File: src/rtl/dmem_arb_pkg.sv
// Shared definitions for the data-memory arbiter: FSM encoding, port indices
// and the latency counter width.
package dmem_arb_pkg;

  typedef enum logic [1:0] {
    S_IDLE   = 2'd0,
    S_ACCESS = 2'd1,
    S_RESP   = 2'd2
  } state_e;

  localparam logic P_CPU = 1'b0;
  localparam logic P_DBG = 1'b1;

  localparam int CNT_W = 4;

endpackage

File: src/rtl/dmem_arb_picker.sv
// Combinational winner select between the CPU and debug ports.
// Build option DMEM_ARB_RR_EN switches ties from fixed CPU priority to round-robin.
module dmem_arb_picker
  import dmem_arb_pkg::*;
(
  input  logic [1:0] req_i,
  input  logic       last_grant_i,
  output logic       winner_o
);

`ifdef DMEM_ARB_RR_EN
  // A tie goes to whichever port was not granted last; a lone requester always wins.
  always_comb begin
    winner_o = P_CPU;
    if (req_i == 2'b11) begin
      winner_o = ~last_grant_i;
    end else if (req_i[P_DBG]) begin
      winner_o = P_DBG;
    end
  end
`else
  logic unused_last_grant;
  assign unused_last_grant = last_grant_i;

  always_comb begin
    winner_o = P_CPU;
    if (!req_i[P_CPU] && req_i[P_DBG]) begin
      winner_o = P_DBG;
    end
  end
`endif

endmodule

File: src/rtl/dmem_arbiter.sv
// Two-port arbiter in front of the single-port data RAM (CPU MEM stage + debug/DMA loader).
// Tie policy comes from dmem_arb_picker; define DMEM_ARB_RR_EN for round-robin.
module dmem_arbiter
  import dmem_arb_pkg::*;
#(
  parameter int AW      = 32,
  parameter int DW      = 32,
  parameter int LATENCY = 1
) (
  input  logic          clk,
  input  logic          rst,
  input  logic [1:0]    req_i,
  input  logic [1:0]    we_i,
  input  logic [AW-1:0] addr0_i,
  input  logic [AW-1:0] addr1_i,
  input  logic [DW-1:0] wdata0_i,
  input  logic [DW-1:0] wdata1_i,
  output logic [1:0]    ack_o,
  output logic [DW-1:0] rdata_o,
  output logic          cpu_stall,
  output logic          busy_o,
  output logic          mem_ce,
  output logic          mem_we,
  output logic [AW-1:0] mem_addr,
  output logic [DW-1:0] mem_wdata,
  input  logic [DW-1:0] mem_rdata
);

  localparam logic [CNT_W-1:0] CNT_INIT = CNT_W'(LATENCY - 1);

  state_e           state_q, state_d;
  logic [CNT_W-1:0] cnt_q, cnt_d;
  logic             winner_q, winner_d;
  logic             last_grant_q, last_grant_d;
  logic [1:0]       ack_q, ack_d;
  logic             ce_q, ce_d;
  logic             we_q, we_d;
  logic [AW-1:0]    addr_q, addr_d;
  logic [DW-1:0]    wdata_q, wdata_d;
  logic [DW-1:0]    rdata_q, rdata_d;
  logic             pick;

  dmem_arb_picker u_picker (
    .req_i        (req_i),
    .last_grant_i (last_grant_q),
    .winner_o     (pick)
  );

  always_comb begin
    state_d      = state_q;
    cnt_d        = cnt_q;
    winner_d     = winner_q;
    last_grant_d = last_grant_q;
    ack_d        = 2'b00;
    ce_d         = ce_q;
    we_d         = we_q;
    addr_d       = addr_q;
    wdata_d      = wdata_q;
    rdata_d      = rdata_q;
    case (state_q)
      S_IDLE: begin
        if (|req_i) begin
          winner_d     = pick;
          last_grant_d = pick;
          we_d         = we_i[pick];
          addr_d       = {(pick ? addr1_i[AW-1:2] : addr0_i[AW-1:2]), 2'b00};
          wdata_d      = pick ? wdata1_i : wdata0_i;
          ce_d         = 1'b1;
          cnt_d        = CNT_INIT;
          state_d      = S_ACCESS;
        end
      end
      S_ACCESS: begin
        // RAM data is valid in the last enabled cycle; capture it and raise the ack.
        if (cnt_q == '0) begin
          rdata_d = mem_rdata;
          ce_d    = 1'b0;
          we_d    = 1'b0;
          ack_d   = winner_q ? 2'b10 : 2'b01;
          state_d = S_RESP;
        end else begin
          cnt_d = cnt_q - 1'b1;
        end
      end
      S_RESP: begin
        state_d = S_IDLE;
      end
      default: begin
        state_d = S_IDLE;
      end
    endcase
  end

  always_ff @(posedge clk) begin
    if (rst) begin
      state_q      <= S_IDLE;
      cnt_q        <= '0;
      winner_q     <= P_CPU;
      last_grant_q <= 1'b1;
      ack_q        <= 2'b00;
      ce_q         <= 1'b0;
      we_q         <= 1'b0;
      addr_q       <= '0;
      wdata_q      <= '0;
      rdata_q      <= '0;
    end else begin
      state_q      <= state_d;
      cnt_q        <= cnt_d;
      winner_q     <= winner_d;
      last_grant_q <= last_grant_d;
      ack_q        <= ack_d;
      ce_q         <= ce_d;
      we_q         <= we_d;
      addr_q       <= addr_d;
      wdata_q      <= wdata_d;
      rdata_q      <= rdata_d;
    end
  end

  assign ack_o     = ack_q;
  assign rdata_o   = rdata_q;
  assign mem_ce    = ce_q;
  assign mem_we    = we_q;
  assign mem_addr  = addr_q;
  assign mem_wdata = wdata_q;
  assign busy_o    = (state_q != S_IDLE);
  assign cpu_stall = req_i[P_CPU] & ~ack_q[P_CPU];

endmodule
File: config.mk
export PLATFORM = sky130hd
export DESIGN_NAME = dmem_arbiter
export DESIGN_NICKNAME = d
export VERILOG_FILES = /design/src/rtl/dmem_arb_pkg.sv /design/src/rtl/dmem_arb_picker.sv /design/src/rtl/dmem_arbiter.sv
export SDC_FILE = /design/constraint.sdc
export NUM_CORES = 1
export LEC_CHECK = 0
export ABC_AREA = 1
export CAP_MARGIN = 20
export CORE_MARGIN = 2
export CORE_UTILIZATION = 42
export CTS_CLUSTER_SIZE = 8
export DETAILED_ROUTE_END_ITERATION = 10
export PLACE_DENSITY_LB_ADDON = 0.1
export SETUP_SLACK_MARGIN = 0.5
export SLEW_MARGIN = 5
export SYNTH_ARGS = -nofsm -noshare
export SYNTH_HDL_FRONTEND = slang
export SYNTH_HIERARCHICAL = 1
export SYNTH_SLANG_ARGS = --single-unit
File: constraint.sdc
create_clock -name clk -period 3.9 [get_ports clk]
set_clock_uncertainty 0.15 [all_clocks]
set_input_delay 0.78 -clock clk [delete_from_list [all_inputs] [get_ports clk]]
set_output_delay 0.78 -clock clk [all_outputs]
set_load 0.1 [all_outputs]
Word-level counts from Yosys, hierarchy flattened
Index checks and enable logic that the tools add are counted.

word-level totals
  output and inout bits = 102
  logic and storage cells = 49
  flip-flop bits (word level) = 105

operators by class
  bitwise operators = 4
  equality and inequality tests = 4
  mux-type cells = 17
  reductions and logical operators = 13
  add/subtract/negate cells = 1
  magnitude comparators = 1

operators by type and width
  kind                 number
  $mux 32              1
  $mux 30              1
  $mux 4               2
  $pmux 4 s2           1
  $mux 1               6
  $mux 2               3
  $ne 2x2->1 const B   3
  $reduce_and 2->1     3
  $reduce_and 3->1     2
  $logic_not 4->1      1
  $pmux 1 s2           2
  $pmux 2 s2           1
  $reduce_bool 2->1    2
  $sub 4x1->4 const B  1
  $not 1->1            3
  $reduce_or 3->1      1
  $eq 2x1->1 const B   1
  $logic_not 2->1      1
  $lt 1x2->1 const B   1
  $reduce_or 2->1      1
  $and 1x1->1          1
  $logic_and 1x1->1    1
  $logic_not 1->1      1

Longest topological paths before layout
Gate-level depths: netlist of the first run.

  depth in word-level cells = 7
  mapped depth = 10

Cells and area by module
The synthesis of the first run kept the hierarchy.

modules (own cells, without submodules)
  module           sequential area each (µm²)  area an instance (µm²)  times used  cells an instance
  dmem_arbiter     2122.0                      4784.6                  1           691
  dmem_arb_picker  0.0                         10.0                    1           2

Worst setup path after synthesis of the first run
OpenSTA, ideal clock, no wires.

  path type = input port to output port
  from = input port req_i[0]
  to = output port cpu_stall
  path slack = 0.912 ns
  arrival = 2.058 ns
  stages on the path = 2
  required time = 2.970 ns
  path buffers = 0
  cell sequence = inv_1 nor2_1

on the way
  word-level cells in the longest chain between the ends = 1

ends and longest elaborated chain
  what                line                 text
  start: declaration  dmem_arbiter.sv:12   input logic [1:0] req_i,
  $and 1x1->1         dmem_arbiter.sv:127  assign cpu_stall = req_i[P_CPU] & ~ack_q[P_CPU];
  end: declaration    dmem_arbiter.sv:20   output logic cpu_stall,

No other way between the ends.

Final worst setup path of the first run
  from = register state_q[1]
  to = output port busy_o

on the way
  word-level cells in the longest chain between the ends = 1

ends and longest elaborated chain
  what                      line                 text
  start: declaration        dmem_arbiter.sv:31   state_e state_q, state_d;
  start signal: assignment  dmem_arbiter.sv:107  state_q <= state_d;
  $reduce_bool 2->1         dmem_arbiter.sv:126  assign busy_o = (state_q != S_IDLE);
  end: declaration          dmem_arbiter.sv:21   output logic busy_o,

No other way between the ends.

==> reports/qor.csv, run 1 <==
metric;value;unit
Cell Chain, Critical Path;nor2_2 -> inv_1 -> clkdlybuf4s50_1;
clock sinks;105;
Core Rows;38;
Crit Path Class;reg2out;
max cap viols;0;
Core Area;10900;um2
Clock Tree Buf Depth;2;
sw frac;51.6;%
HPWL after DPL;10300;um
TritonCTS Buffers;9;
largest net degree at the start of global routing;71;
post-CTS setup buffers;0;
worst min path class;reg2reg;
NumNets Final;1092;
fmax;345;MHz
n_diodes;0;
clock-pin slew on the worst setup and hold paths;60;ps
post-route clock period utilization;74.3;%
number of global-route vias before repair;4732;
Hold Fails Final Rpt;0;
DR iter-0 viols;206;
Rel. slew slack;30.8;%
design area;7600;um2
worst hold start;cnt_q[0];
PwrDens;712;nW/um2
Final ANT Viol Nets;0;
most frequent cells in the layout;clkdlybuf4s50_1, nor2_1, dfxtp_1;
reg2reg start;cnt_q[0];
Ys Warns;6;
DR WL/cell;12.7;um
Chip Width;111;um
CP max FO;2;
# IOs;268;
first-pass GRT wire length;21900;um
cells after synthesis;690;
drt drc;0;
Critical Path Sink Type;output pin;
Max Transition Viols Final;0;
placed cells;1053;
startpoint types;flip-flop;
register share of total power;26.7;%
total wire length;13500;um
Worst path max stage delay;1150;ps
Root Driver;clkbuf_16;
CP Data Required Time;2970;ps
final-report setup violation count;0;
final period demand of the worst path;2900;ps
# fillers;940;
drt pass-1 iters;4;
Die Y-Extent;111;um
CTS Hold Bufs;0;
CTS tree;yes;
Final GP Congestion;0.815;
fin cells;1068;
initial antenna violation count;0;
H-tree depth;3;
maximum vdd drop;0.602;mV
slowest cell on the critical path;clkdlybuf4s50_1;
cts repair resizes;0;
crit path DAT;1970;ps
fraction of layout cells with a size suffix above 1;4.74;%
Area Growth Syn to Fin;59.5;%
worst setup path startpoint;state_q[1];
Pleak;3.24;nW
total track usage;21.8;%
via count;4954;
Synth Area per Inst;6.91;um2
Combinational Power Share;56.1;%
total grt overflow;0;
most common cell after layout, fill and taps aside;clkdlybuf4s50_1;
RSZ-0062 raised after global routing;no;
routed vias/inst;4.64;
net switching power figure;2.79;mW
outcome;completed;
Fin Setup TNS;0;ps
Port-buffer cells;261;
initial core utilization;43.6;%
die area;12200;um2
Internal;2.62;mW
Least-Margin Pin Slew;1040;ps
total power;5.41;mW
Sequential Area;2100;um2
Placement Cell Area;7290;um2
Post-Syn Area;4770;um2
multi-input logic area;2030;um2
worst skew pair latency;330;ps
clock share of power;17.2;%
==> path summary, 6_finish.rpt <==
kind	endpoint	slack, ps	depth (start not counted)
max	busy_o	1000	3
min	cnt_q[0]	270	1
max reg2reg	rdata_o[15]	1330	6
min reg2reg	cnt_q[0]	270	1
==> layer usage <==
| metal | part of all wire (%) | wire length (um) | vias up | GRT usage [%] |
|---|---|---|---|---|
| li1 | - | - | 2602 | - |
| met1 | 39 | 5270 | 2164 | 22.8 |
| met3 | 6.9 | 934 | 23 | 6.15 |
| met4 | 2.5 | 334 | 0 | 8.75 |
| met5 | 0 | 0 | - | 0 |
| met2 | 52 | 6990 | 165 | 40.6 |
==> registers in the layout, summed over array words and instances (netlist names), 2 cells and up <==
| signal | flops |
|---|---|
| ack_o | 2 |
| mem_wdata | 32 |
| state_q | 2 |
| mem_addr | 30 |
| cnt_q | 4 |
| rdata_o | 32 |
==> layout make-up <==
class                           instances  area share [%]
Clock buffer                           13            3.69
Clock inverter                          2           0.461
Inverter                               79            3.93
Tap cell                              140            2.30
Sequential cell                       105            27.6
Timing Repair Buffer                  269            35.3
Multi-Input combinational cell        460            26.7
==> power groups by stage <==
| stage | clock (mW) | sequential, mW | combinational [mW] |
|---|---|---|---|
| 2_1_floorplan | 0 | 3.08 | 0.734 |
| 3_3_place_gp | 0 | 1.45 | 3.01 |
| 3_5_place_dp | 0 | 1.47 | 3.05 |
| 4_1_cts | 0.954 | 1.44 | 3.05 |
| 5_1_grt | 1.00 | 1.47 | 3.19 |
| 6_report | 0.930 | 1.44 | 3.04 |
==> critical path, delay by kind of cell, from the launching register on <==
kind	cells	cell delay, ps
and+or+nand+nor	1	80
buffers and inverters	2	1200
DFF	1	360
==> per-stage QoR <==
step	hold WS, ps	util, %	setup slack, ps
global route	284	69.5	944
global placement	261	66.6	1040
detailed placement	266	66.6	996
finish	273	69.5	1000
CTS	275	69.5	985
floorplan	253	-	912
No activity file was read; power rests on OpenSTA's default activity.
==> run 2, diff against run 1 <==
CORE_UTILIZATION = 39   (was 42)
clock period = 3 ns   (was 3.9 ns; I/O delays follow)
==> reports/qor.csv, run 2 (same netlist as run 1, synthesis figures left out) <==
metric;value;unit;change
Area Growth Syn to Fin;54.3;%;
CP max FO;3;;+1
Critical Path Sink Type;output pin;;
Die Y-Extent;115;um;+3.6%
Combinational Power Share;56.5;%;+0.4 points
net switching power figure;3.64;mW;+30%
total track usage;20.0;%;-1.7 points
Chip Width;115;um;+3.6%
via count;4869;;-1.7%
cts repair resizes;0;;unchanged
routed vias/inst;4.53;;-2.3%
register share of total power;27.7;%;+1.0 points
fin cells;1074;;+0.56%
slowest cell on the critical path;clkdlybuf4s50_1;;
placed cells;1059;;+0.57%
Port-buffer cells;261;;unchanged
Worst Hold End;cnt_q[0];;
Hold Fails Final Rpt;0;;unchanged
H-tree depth;3;;unchanged
first-pass GRT wire length;21200;um;-3.4%
Root Driver;clkbuf_16;;
worst hold start;cnt_q[0];;
drt pass-1 iters;4;;unchanged
startpoint types;input port;;
Worst path max stage delay;590;ps;-560 ps
total grt overflow;0;;unchanged
HPWL after DPL;9920;um;-3.8%
r2r endpoint;rdata_o[14];;
Internal;3.16;mW;+21%
maximum vdd drop;0.369;mV;-39%
post-CTS setup buffers;0;;unchanged
Core Area;12000;um2;+9.4%
final period demand of the worst path;2340;ps;
clock-pin slew on the worst setup and hold paths;60;ps;about the same
Post-Place Setup Slack;494;ps;-503 ps
die area;13100;um2;+7.4%
# IOs;268;;unchanged
reg2reg start;cnt_q[0];;
worst min path class;reg2reg;;
Crit Path Class;in2out;;
CP top delay family;buffers and inverters;;
PwrDens;925;nW/um2;+30%
number of global-route vias before repair;4567;;-3.5%
worst skew pair latency;340;ps;about the same
WP buf/inv;3;;+1
Final GP Congestion;0.812;;-0.36%
Max Transition Viols Final;0;;unchanged
Reg2Reg Setup Slack;1030;ps;-300 ps
Pleak;3.38;nW;+4.2%
Clock Tree Buf Depth;2;;unchanged
CP Data Required Time;2250;ps;-720 ps
sw frac;53.5;%;+1.9 points
initial antenna violation count;0;;unchanged
Core Rows;40;;+5.3%
total wire length;13200;um;-2.7%
max cap viols;0;;unchanged
Fin Setup TNS;0;ps;unchanged
DR WL/cell;12.3;um;-3.2%
# fillers;1102;;+17%
total power;6.80;mW;+26%
most frequent cells in the layout;nor2_1, clkdlybuf4s50_1, dfxtp_1;;
final-report setup violation count;0;;unchanged
largest net degree at the start of global routing;73;;+2.8%
initial core utilization;39.8;%;-3.7 points
fraction of layout cells with a size suffix above 1;15.4;%;+11 points
CTS Hold Bufs;0;;unchanged
CTS tree;yes;;
drt drc;0;;unchanged
NumNets Final;1091;;-0.092%
Cell Chain, Critical Path;clkdlybuf4s50_1 -> inv_1 -> nor2_2 -> buf_12;;
most common cell after layout, fill and taps aside;nor2_1;;
post-route clock period utilization;78.1;%;
clock sinks;105;;unchanged
final worst-path setup slack;658;ps;-343 ps
TritonCTS Buffers;9;;unchanged
Final ANT Viol Nets;0;;unchanged
outcome;completed;;
hold path depth;1;;unchanged
DR iter-0 viols;228;;+11%
fmax;427;MHz;
Rel. slew slack;58.0;%;+27 points
Least-Margin Pin Slew;630;ps;-405 ps
clock share of power;15.8;%;-1.4 points
crit path DAT;1590;ps;-380 ps
n_diodes;0;;unchanged
reg2reg path depth;6;;unchanged
RSZ-0062 raised after global routing;no;;
-- run 2: cell types whose count changed in the layout (fill, tap and decap cells not counted) --
cell,change
buf_4,+95
nor2_1,-1
nor2_2,+1
clkinvlp_4,+3
buf_12,+3
bufinv_16,-1
clkdlybuf4s50_1,-99
clkbuf_8,-3
clkinv_2,+1
-- run 2: layout make-up --
type	count	area [um2]	share of cell area [%]
clock buffer	10	239	3.25
sequential	105	2100	28.6
clock inverter	5	32.5	0.442
timing repair buffer	268	2460	33.5
multi-input combinational	460	2030	27.6
tap	147	184	2.50
inverter	79	299	4.07
-- run 2: how the worst max path moves through the flow --
| stage | endpoint | slack [ps] | startpoint | depth (start not counted) |
|---|---|---|---|---|
| after floorplan | cpu_stall | 660 | ack_o[0] | 1 |
| after global placement | mem_addr[4] | 550 | req_i[1] | 7 |
| after detailed placement | mem_addr[31] | 490 | req_i[1] | 7 |
| after CTS | cpu_stall | 660 | req_i[0] | 4 |
| after global routing | cpu_stall | 640 | req_i[0] | 4 |
| final | cpu_stall | 660 | req_i[0] | 4 |
-- run 2: stage by stage --
step | util [%] | instance area, um2 | hold slack [ps]
floorplan | - | 4770 | 253
global placement | 59.2 | 7080 | 261
CTS | 61.5 | 7350 | 290
global route | 61.5 | 7350 | 316
detailed placement | 59.2 | 7080 | 281
finish | 61.5 | 7350 | 286
-- run 2: power by group through the flow --
stage               registers [mW]  clock network, mW  logic [mW]
floorplan                     4.01                  0       0.955
global placement              1.90                  0        3.83
detailed placement            1.91                  0        3.86
CTS                           1.89               1.11        3.86
global route                  1.92               1.17        4.06
finish                        1.88               1.07        3.84
-- run 2: metal layers --
layer	vias to the layer above	GRT usage, %	part of all wire, %
li1	2590	-	-
met1	2096	22.2	40
met2	168	36.5	50
met3	15	6.25	8.4
met4	0	5.85	1.6
met5	-	0	0
